`config.mk`:
```
export PLATFORM = sky130hd
export DESIGN_NAME = fir_mac_sequencer_flat
export DESIGN_NICKNAME = d
export VERILOG_FILES = /design/src/rtl/fir_mac_if.sv /design/src/rtl/fir_mac_sequencer.sv /design/src/flat_wrapper.sv
export SDC_FILE = /design/constraint.sdc
export NUM_CORES = 2
export LEC_CHECK = 0
export CELL_PAD_IN_SITES_DETAIL_PLACEMENT = 2
export CELL_PAD_IN_SITES_GLOBAL_PLACEMENT = 2
export CORE_ASPECT_RATIO = 0.6
export CORE_UTILIZATION = 30
export DETAILED_ROUTE_END_ITERATION = 10
export PLACE_DENSITY = 0.62
export SKIP_CTS_REPAIR_TIMING = 1
export SYNTH_ARGS = -nofsm -noshare
export SYNTH_HDL_FRONTEND = slang
export SYNTH_SLANG_ARGS = --single-unit
```
`constraint.sdc`:
```
create_clock -name clk -period 10.6 [get_ports clk]
set_clock_uncertainty 0.05 [all_clocks]
set_input_delay 1.59 -clock clk [delete_from_list [all_inputs] [get_ports clk]]
set_output_delay 1.59 -clock clk [all_outputs]
set_load 0.02 [all_outputs]
```
`src/rtl/fir_mac_if.sv`:
```
// Sample/coefficient/result bundle for fir_mac_sequencer.
// master = sample source and coefficient writer, slave = the FIR engine.
interface fir_mac_if #(
    parameter int N_TAPS = 32,
    parameter int DATA_W = 16,
    parameter int COEF_W = 11,
    parameter int ACC_W  = 32
);
    localparam int AW = $clog2(N_TAPS);

    logic                     in_valid;
    logic                     in_ready;
    logic signed [DATA_W-1:0] data_in;
    logic                     coef_we;
    logic [AW-1:0]            coef_addr;
    logic signed [COEF_W-1:0] coef_wdata;
    logic                     out_valid;
    logic signed [ACC_W-1:0]  data_out;
    logic                     busy;

    modport master (
        output in_valid, data_in, coef_we, coef_addr, coef_wdata,
        input  in_ready, out_valid, data_out, busy
    );

    modport slave (
        input  in_valid, data_in, coef_we, coef_addr, coef_wdata,
        output in_ready, out_valid, data_out, busy
    );
endinterface

```
`src/rtl/fir_mac_sequencer.sv`:
```
// Time-multiplexed FIR: one shared MAC stepped across the taps of each accepted sample.
// Optional FIR_SYM_FOLD_EN: symmetric fold, half the coefficients and half the MAC cycles.
//
// state | meaning
// IDLE  | in_ready high, coefficient writes accepted, waiting for a sample
// MAC   | one tap (or folded tap pair) accumulated per cycle
// OUT   | out_valid pulse cycle, data_out holds the result
module fir_mac_sequencer #(
    parameter int N_TAPS = 32,
    parameter int DATA_W = 16,
    parameter int COEF_W = 11,
    parameter int ACC_W  = 32
) (
    input  logic         clk,
    input  logic         rst,
    fir_mac_if.slave     bus
);
    localparam int AW = $clog2(N_TAPS);
`ifdef FIR_SYM_FOLD_EN
    localparam int N_STEPS = N_TAPS / 2;
    localparam int PRE_W   = DATA_W + 1;
`else
    localparam int N_STEPS = N_TAPS;
    localparam int PRE_W   = DATA_W;
`endif
    localparam int PROD_W = PRE_W + COEF_W;
    localparam logic [AW-1:0] K_LAST = AW'(N_STEPS - 1);

    typedef enum logic [1:0] {S_IDLE, S_MAC, S_OUT} state_t;

    state_t                   state;
    logic signed [DATA_W-1:0] hist [N_TAPS];
    logic signed [COEF_W-1:0] coef [N_TAPS];
    logic [AW-1:0]            wr_ptr;
    logic [AW-1:0]            k;
    logic signed [ACC_W-1:0]  acc;
    logic                     in_ready_q;
    logic                     out_valid_q;
    logic signed [ACC_W-1:0]  data_out_q;
    logic                     busy_q;

    logic [AW-1:0]            idx_new;
    logic signed [PRE_W-1:0]  pre;
    logic signed [PROD_W-1:0] prod;
    logic signed [ACC_W-1:0]  prod_ext;
    logic                     coef_addr_ok;

`ifdef FIR_SYM_FOLD_EN
    logic [AW-1:0] idx_old;

    // Mirror tap n-(N_TAPS-1-k) reduces to wr_ptr+1+k modulo N_TAPS.
    always_comb begin
        idx_new      = wr_ptr - k;
        idx_old      = wr_ptr + k + AW'(1);
        pre          = {hist[idx_new][DATA_W-1], hist[idx_new]}
                     + {hist[idx_old][DATA_W-1], hist[idx_old]};
        coef_addr_ok = (bus.coef_addr < AW'(N_TAPS / 2));
    end
`else
    always_comb begin
        idx_new      = wr_ptr - k;
        pre          = hist[idx_new];
        coef_addr_ok = 1'b1;
    end
`endif

    always_comb begin
        prod     = pre * coef[k];
        prod_ext = ACC_W'(prod);
    end

    always_ff @(posedge clk) begin
        if (rst) begin
            state       <= S_IDLE;
            in_ready_q  <= 1'b1;
            out_valid_q <= 1'b0;
            data_out_q  <= '0;
            busy_q      <= 1'b0;
            wr_ptr      <= '0;
            k           <= '0;
            acc         <= '0;
            for (int i = 0; i < N_TAPS; i++) begin
                hist[i] <= '0;
                coef[i] <= '0;
            end
        end else begin
            out_valid_q <= 1'b0;
            if (state == S_IDLE && bus.coef_we && coef_addr_ok)
                coef[bus.coef_addr] <= bus.coef_wdata;
            case (state)
                S_IDLE: begin
                    if (bus.in_valid && in_ready_q) begin
                        hist[wr_ptr] <= bus.data_in;
                        acc          <= '0;
                        k            <= '0;
                        in_ready_q   <= 1'b0;
                        busy_q       <= 1'b1;
                        state        <= S_MAC;
                    end
                end
                S_MAC: begin
                    acc <= acc + prod_ext;
                    k   <= k + AW'(1);
                    // Result is registered on the last tap so out_valid lines up with OUT.
                    if (k == K_LAST) begin
                        wr_ptr      <= wr_ptr + AW'(1);
                        data_out_q  <= acc + prod_ext;
                        out_valid_q <= 1'b1;
                        state       <= S_OUT;
                    end
                end
                S_OUT: begin
                    in_ready_q <= 1'b1;
                    busy_q     <= 1'b0;
                    state      <= S_IDLE;
                end
                default: state <= S_IDLE;
            endcase
        end
    end

    assign bus.in_ready  = in_ready_q;
    assign bus.out_valid = out_valid_q;
    assign bus.data_out  = data_out_q;
    assign bus.busy      = busy_q;
endmodule

```
`src/flat_wrapper.sv`:
```
// flat-port wrapper written by rule: the top's interface ports become plain ports
module fir_mac_sequencer_flat 
#(
    parameter int N_TAPS = 32,
    parameter int DATA_W = 16,
    parameter int COEF_W = 11,
    parameter int ACC_W  = 32
)
  (clk, rst, bus_in_valid, bus_data_in, bus_coef_we, bus_coef_addr, bus_coef_wdata, bus_in_ready, bus_out_valid, bus_data_out, bus_busy);
  fir_mac_if #(.N_TAPS(N_TAPS), .DATA_W(DATA_W), .COEF_W(COEF_W), .ACC_W(ACC_W)) bus_i ();
  input  logic clk;
  input  logic rst;
  input wire logic [$bits(bus_i.in_valid)-1:0] bus_in_valid;
  input wire logic [$bits(bus_i.data_in)-1:0] bus_data_in;
  input wire logic [$bits(bus_i.coef_we)-1:0] bus_coef_we;
  input wire logic [$bits(bus_i.coef_addr)-1:0] bus_coef_addr;
  input wire logic [$bits(bus_i.coef_wdata)-1:0] bus_coef_wdata;
  output wire logic [$bits(bus_i.in_ready)-1:0] bus_in_ready;
  output wire logic [$bits(bus_i.out_valid)-1:0] bus_out_valid;
  output wire logic [$bits(bus_i.data_out)-1:0] bus_data_out;
  output wire logic [$bits(bus_i.busy)-1:0] bus_busy;
  assign bus_i.in_valid = bus_in_valid;
  assign bus_i.data_in = bus_data_in;
  assign bus_i.coef_we = bus_coef_we;
  assign bus_i.coef_addr = bus_coef_addr;
  assign bus_i.coef_wdata = bus_coef_wdata;
  assign bus_in_ready = bus_i.in_ready;
  assign bus_out_valid = bus_i.out_valid;
  assign bus_data_out = bus_i.data_out;
  assign bus_busy = bus_i.busy;
  fir_mac_sequencer #(.N_TAPS(N_TAPS), .DATA_W(DATA_W), .COEF_W(COEF_W), .ACC_W(ACC_W)) u_core (.clk(clk), .rst(rst), .bus(bus_i));
endmodule
```
Word-level counts from Yosys, hierarchy flattened. Memory sizes are Yosys's and may differ from the RTL's. A register that Yosys moved wholly into a read port is not among the register bits. Index checks and enable logic that the tools add are counted.

Bits in registers: 79. Output and inout bits: 35. Input bits: 36. Bits in writable memories: 864. Memories: 2. Word-level logic and storage cells: 62.

Reductions and logical operators: 12. $add $sub $neg: 4. Muxes and demuxes: 29. $mul: 1. Eq/ne operators: 5. Bitwise logic cells: 1.

Memories: u_core.hist (words 32, width 16, rd ports 1, clocked after Yosys merged registers in 0, wr ports 32, RTL line fir_mac_sequencer.sv:32) `logic signed [DATA_W-1:0] hist [N_TAPS];`; u_core.coef (words 32, width 11, rd ports 1, clocked after Yosys merged registers in 1, wr ports 32, RTL line fir_mac_sequencer.sv:33) `logic signed [COEF_W-1:0] coef [N_TAPS];`.

Operator list (number): $pmux 32 s2 (1); $add 32x27->32 (1); $mux 32 (1); $mul 16x11->27 (1); $mux 5 (5); $mux 16 (1); $reduce_or 16->1 (1); $mux 1 (14); $mux 11 (1); $reduce_or 11->1 (1); $add 5x1->5 const B (2); $pmux 5 s2 (1); $reduce_and 2->1 (4); $eq 5x5->1 const B (1); $sub 5x5->5 (1); $mux 2 (2); $pmux 1 s2 (2); $pmux 2 s2 (1); $reduce_bool 2->1 (2); $eq 2x1->1 const B (1); $eq 2x2->1 const B (1); $logic_and 1x1->1 (2); $logic_not 2->1 (1); $ne 2x1->1 const B (1); other kinds (3) (3).

Depth between registers and ports, before layout.
Word-level depth: 7. Depth in mapped cells: 30. Gate-level depth less buffers: 27.

Least setup slack after synthesis. OpenSTA, ideal clock, no wires.

Kind: reg2reg. Start point: reg u_core.wr_ptr[0]. End point: reg u_core.acc[29]. Period minus slack after synthesis: 8.121 ns. Path slack: 2.479 ns. Data arrival time: 7.984 ns. Required time: 10.463 ns. Cell stages (with the launch flop): 31. Buffers on the path: 5. Setup time: 0.087 ns. Cell sequence: dfxtp_1 > inv_1 > ha_1 > fa_1 > clkbuf_1 > buf_2 > mux4_2 > mux4_2 > mux2_2 > buf_2 > nand2_1 > fa_1 > inv_1 > ha_1 > inv_1 > fa_1 > inv_1 > fa_1 > inv_1 > fa_1 > inv_1 > ha_1 > clkbuf_1 > a21o_1 > a31oi_1 > o31ai_1 > or3b_1 > clkbuf_1 > o31ai_1 > a21boi_0 > o31ai_1.

Word-level cells in the longest chain between the ends: 5.

RTL lines: start, declared (RTL line fir_mac_sequencer.sv:34) `logic [AW-1:0] wr_ptr;`; start signal, assigned (RTL line fir_mac_sequencer.sv:106) `wr_ptr <= wr_ptr + AW'(1);`; $sub 5x5->5 (RTL line fir_mac_sequencer.sv:61) `idx_new = wr_ptr - k;`; $mem_v2 32x16; $mul 16x11->27 (RTL line fir_mac_sequencer.sv:68) `prod = pre * coef[k];`; $add 32x27->32 (RTL line fir_mac_sequencer.sv:102) `acc <= acc + prod_ext;`; $pmux 32 s2 (RTL line fir_mac_sequencer.sv:90) `case (state)`; end signal, assigned (RTL line fir_mac_sequencer.sv:102); end, declared (RTL line fir_mac_sequencer.sv:36) `logic signed [ACC_W-1:0] acc;`.

No other way between the ends. A chain may end at the register's enable or synchronous reset.

Final worst setup path. Ends and elaborated chain as after synthesis.

==> impl_metrics.toml <==
[worst_setup_path]
crit_path_start_kind = "flop"
crit_required_ns = 11.17
crit_slowest_cell = "fa_4"
path_cells = "inv_1 -> ha_4 -> fa_4 -> buf_4 -> mux4_2 -> mux4_2 -> mux2_2 -> nor2_1 -> fa_1 -> fa_1 -> fa_1 -> fa_1 -> inv_1 -> fa_1 -> inv_1 -> ha_1 -> nor3_1 -> o31a_1 -> nor3_1 -> or3b_1 -> o31ai_1 -> a21boi_0 -> o31ai_1"
cp_num_buf_inv = 4
cp_max_fo = 36
crit_path_end_kind = "flop"
cpPeakStageDelay_ns = 1.25
criticalPathCategory = "reg -> reg"
critPathTopFamily = "adder cells"
arrival_ns = 9.94
cp_common_cell = "fa_1"

[layout]
layout.nets = 4148
final_common_cell = "and2_1"
final_cell_mix = "and2_1 (910), edfxtp_1 (864), inv_1 (336)"
fillers = 17107
final_layout_size_suffix_gt1_share_pct = 15.9
stdcell_count = 6133
design_area_mm2 = 0.0578
final_util_pct = 34.4
syn_to_final_growth_pct = 13.1

[grt]
grt.total_usage_pct = 19.7
grt_pass1_wl_um = 245000
antenna_found_initial = 23
grt_max_degree = 46
grt-ovfl-total = 0
grt_pass1_vias = 33639

[floorplanning]
io_pins = 71
die_x_um = 535
rows = 116
die-area_mm2 = 0.172
core_region_area_mm2 = 0.168
start_util_pct = 30.4
die_y_um = 322

[clock_tree]
clockBufferDepth = 3
cts_max_level = 3
clk_pin_slew_ns = 0.06
cts_tree = "built"
clkSinkCount = 948
clockRootBuffer = "clkbuf_16"
numCtsBuffers = 100
clock_latency_ns = 0.73

[timing]
setup_viol_count_final = 0
fin_crit_ns = 9.36
hold_slack_ns = 0.408
setup_tns_ns = 0
hold_viol = 0
setup_ws_ns = 1.24
rsz0062_at_grt = "false"
fmax_mhz = 107
worst_pin_slew_ns = 1.24
slew_violations = 0
post-route-period-util_pct = 88.3
slew_headroom_pct = 16.7

[route]
wirelength_um = 167000
wl_per_cell_um = 27.3
via_count = 30657
ant_nets = 0
drc = 0
drtIter0Drc = 2639
drtPass1Iterations = 5
via_per_inst = 5.00

[hold_path]
holdCritPathClass = "reg -> reg"

[synth]
ys_types = 66
synth_nets = 4105
synth_top_area_cell = "edfxtp_1"
yosysTopAreaCellShare_pct = 50.8
syn_inst = 3768
yosysWarnings = 0
synth_seq_cells = 948
async_reset_ff_share_pct = 0
synth_edf_count = 864
yosys_most_used_dff = "edfxtp_1"
ys_seq_area_share_pct = 54.1
synth_area_leaders = "edfxtp_1 (51%), mux4_2 (12%), and2_1 (11%)"
syn_area_mm2 = 0.0511
postSynthAreaPerCell_um2 = 13.6

[pwr]
p_leak_nw = 21.8
total_power_mw = 15.7
powerDensity_mw_per_mm2 = 272
ir_drop_mv = 0.266

[placed_design]
place_ws_ns = 1.15
dpl-instance-area_mm2 = 0.0546
gp_congestion = 0.799
dp.final_hpwl_um = 116000
place_inst = 5951
port_buffers = 70

[run_status]
run_status = "complete, no violations"

[job]
timing.max_cap.violations = 0
-- synthesized netlist by cell type (all sizes together), types with 69 or more instances --
cell,number
nor2,144
and2,910
mux4,270
fa,213
o21ai,98
nand2,185
ha,88
edfxtp,864
buf,69
inv,337
clkbuf,215
dfxtp,84
-- registers in the layout, summed over array words and instances, names as in the netlist, named ones only --
signal,cells
u_core.bus.out_valid,1
u_core.bus.in_ready,1
u_core.wr_ptr,5
u_core.coef,352
u_core.acc,32
u_core.bus.data_out,32
u_core.bus.busy,1
u_core.hist,512
u_core.k,5
u_core.state,2
-- worst paths after layout --
kind                          start                      to  slack (ns)  cells past startpoint
min          u_core.bus.data_out[7]  u_core.bus.data_out[7]        0.41                      2
max                u_core.wr_ptr[0]          u_core.acc[29]        1.24                     23
min reg2reg  u_core.bus.data_out[7]  u_core.bus.data_out[7]        0.41                      2
max reg2reg        u_core.wr_ptr[0]          u_core.acc[29]        1.24                     23
-- power by group --
part / leakage [nW] / switching (mW) / internal (mW)
Combinational: 10.7 / 5.11 / 2.83
Sequential: 9.59 / 0.0699 / 4.22
Clock: 1.53 / 1.60 / 1.91
-- cell families (layout without fill, tap and decap cells) --
family / after synthesis / after routing / share of synthesized area (%)
simple gates: 1329 / 1329 / 14.6
flops: 948 / 948 / 54.1
compound gates: 238 / 238 / 2.90
other cells: 0 / 2 / 0
xor+xnor: 31 / 31 / 0.546
mux: 299 / 299 / 12.5
fa+ha+maj: 301 / 301 / 10.5
buf+inv: 622 / 743 / 4.80
-- final cells by class --
cell class              instances  area [um2]  area share [%]
flip-flops and latches        948       27600            47.8
multi-input cells            2198       21100            36.5
well taps                    2242        2810            4.86
clock buffers                 125        2670            4.63
repair buffers                225        1830            3.17
inverters                     338        1270            2.20
clock inverters                55         478           0.827
diodes                          2        5.00         0.00866
-- metal layers --
metal  share of wire (%)  track usage, %  vias to the layer above
met5               0.014               0                        -
met3                 7.4            4.94                      155
met4                 1.6            3.57                        4
met1                  49            30.1                    16613
li1                    -               -                    13157
met2                  42            28.1                      728
-- worst min-delay path: stages (launching register included) --
cell	delay (ns)
dfxtp_1	0.31
nand2_1	0.05
a21oi_1	0.05
Note: power is estimated with default switching activity, not from simulation.
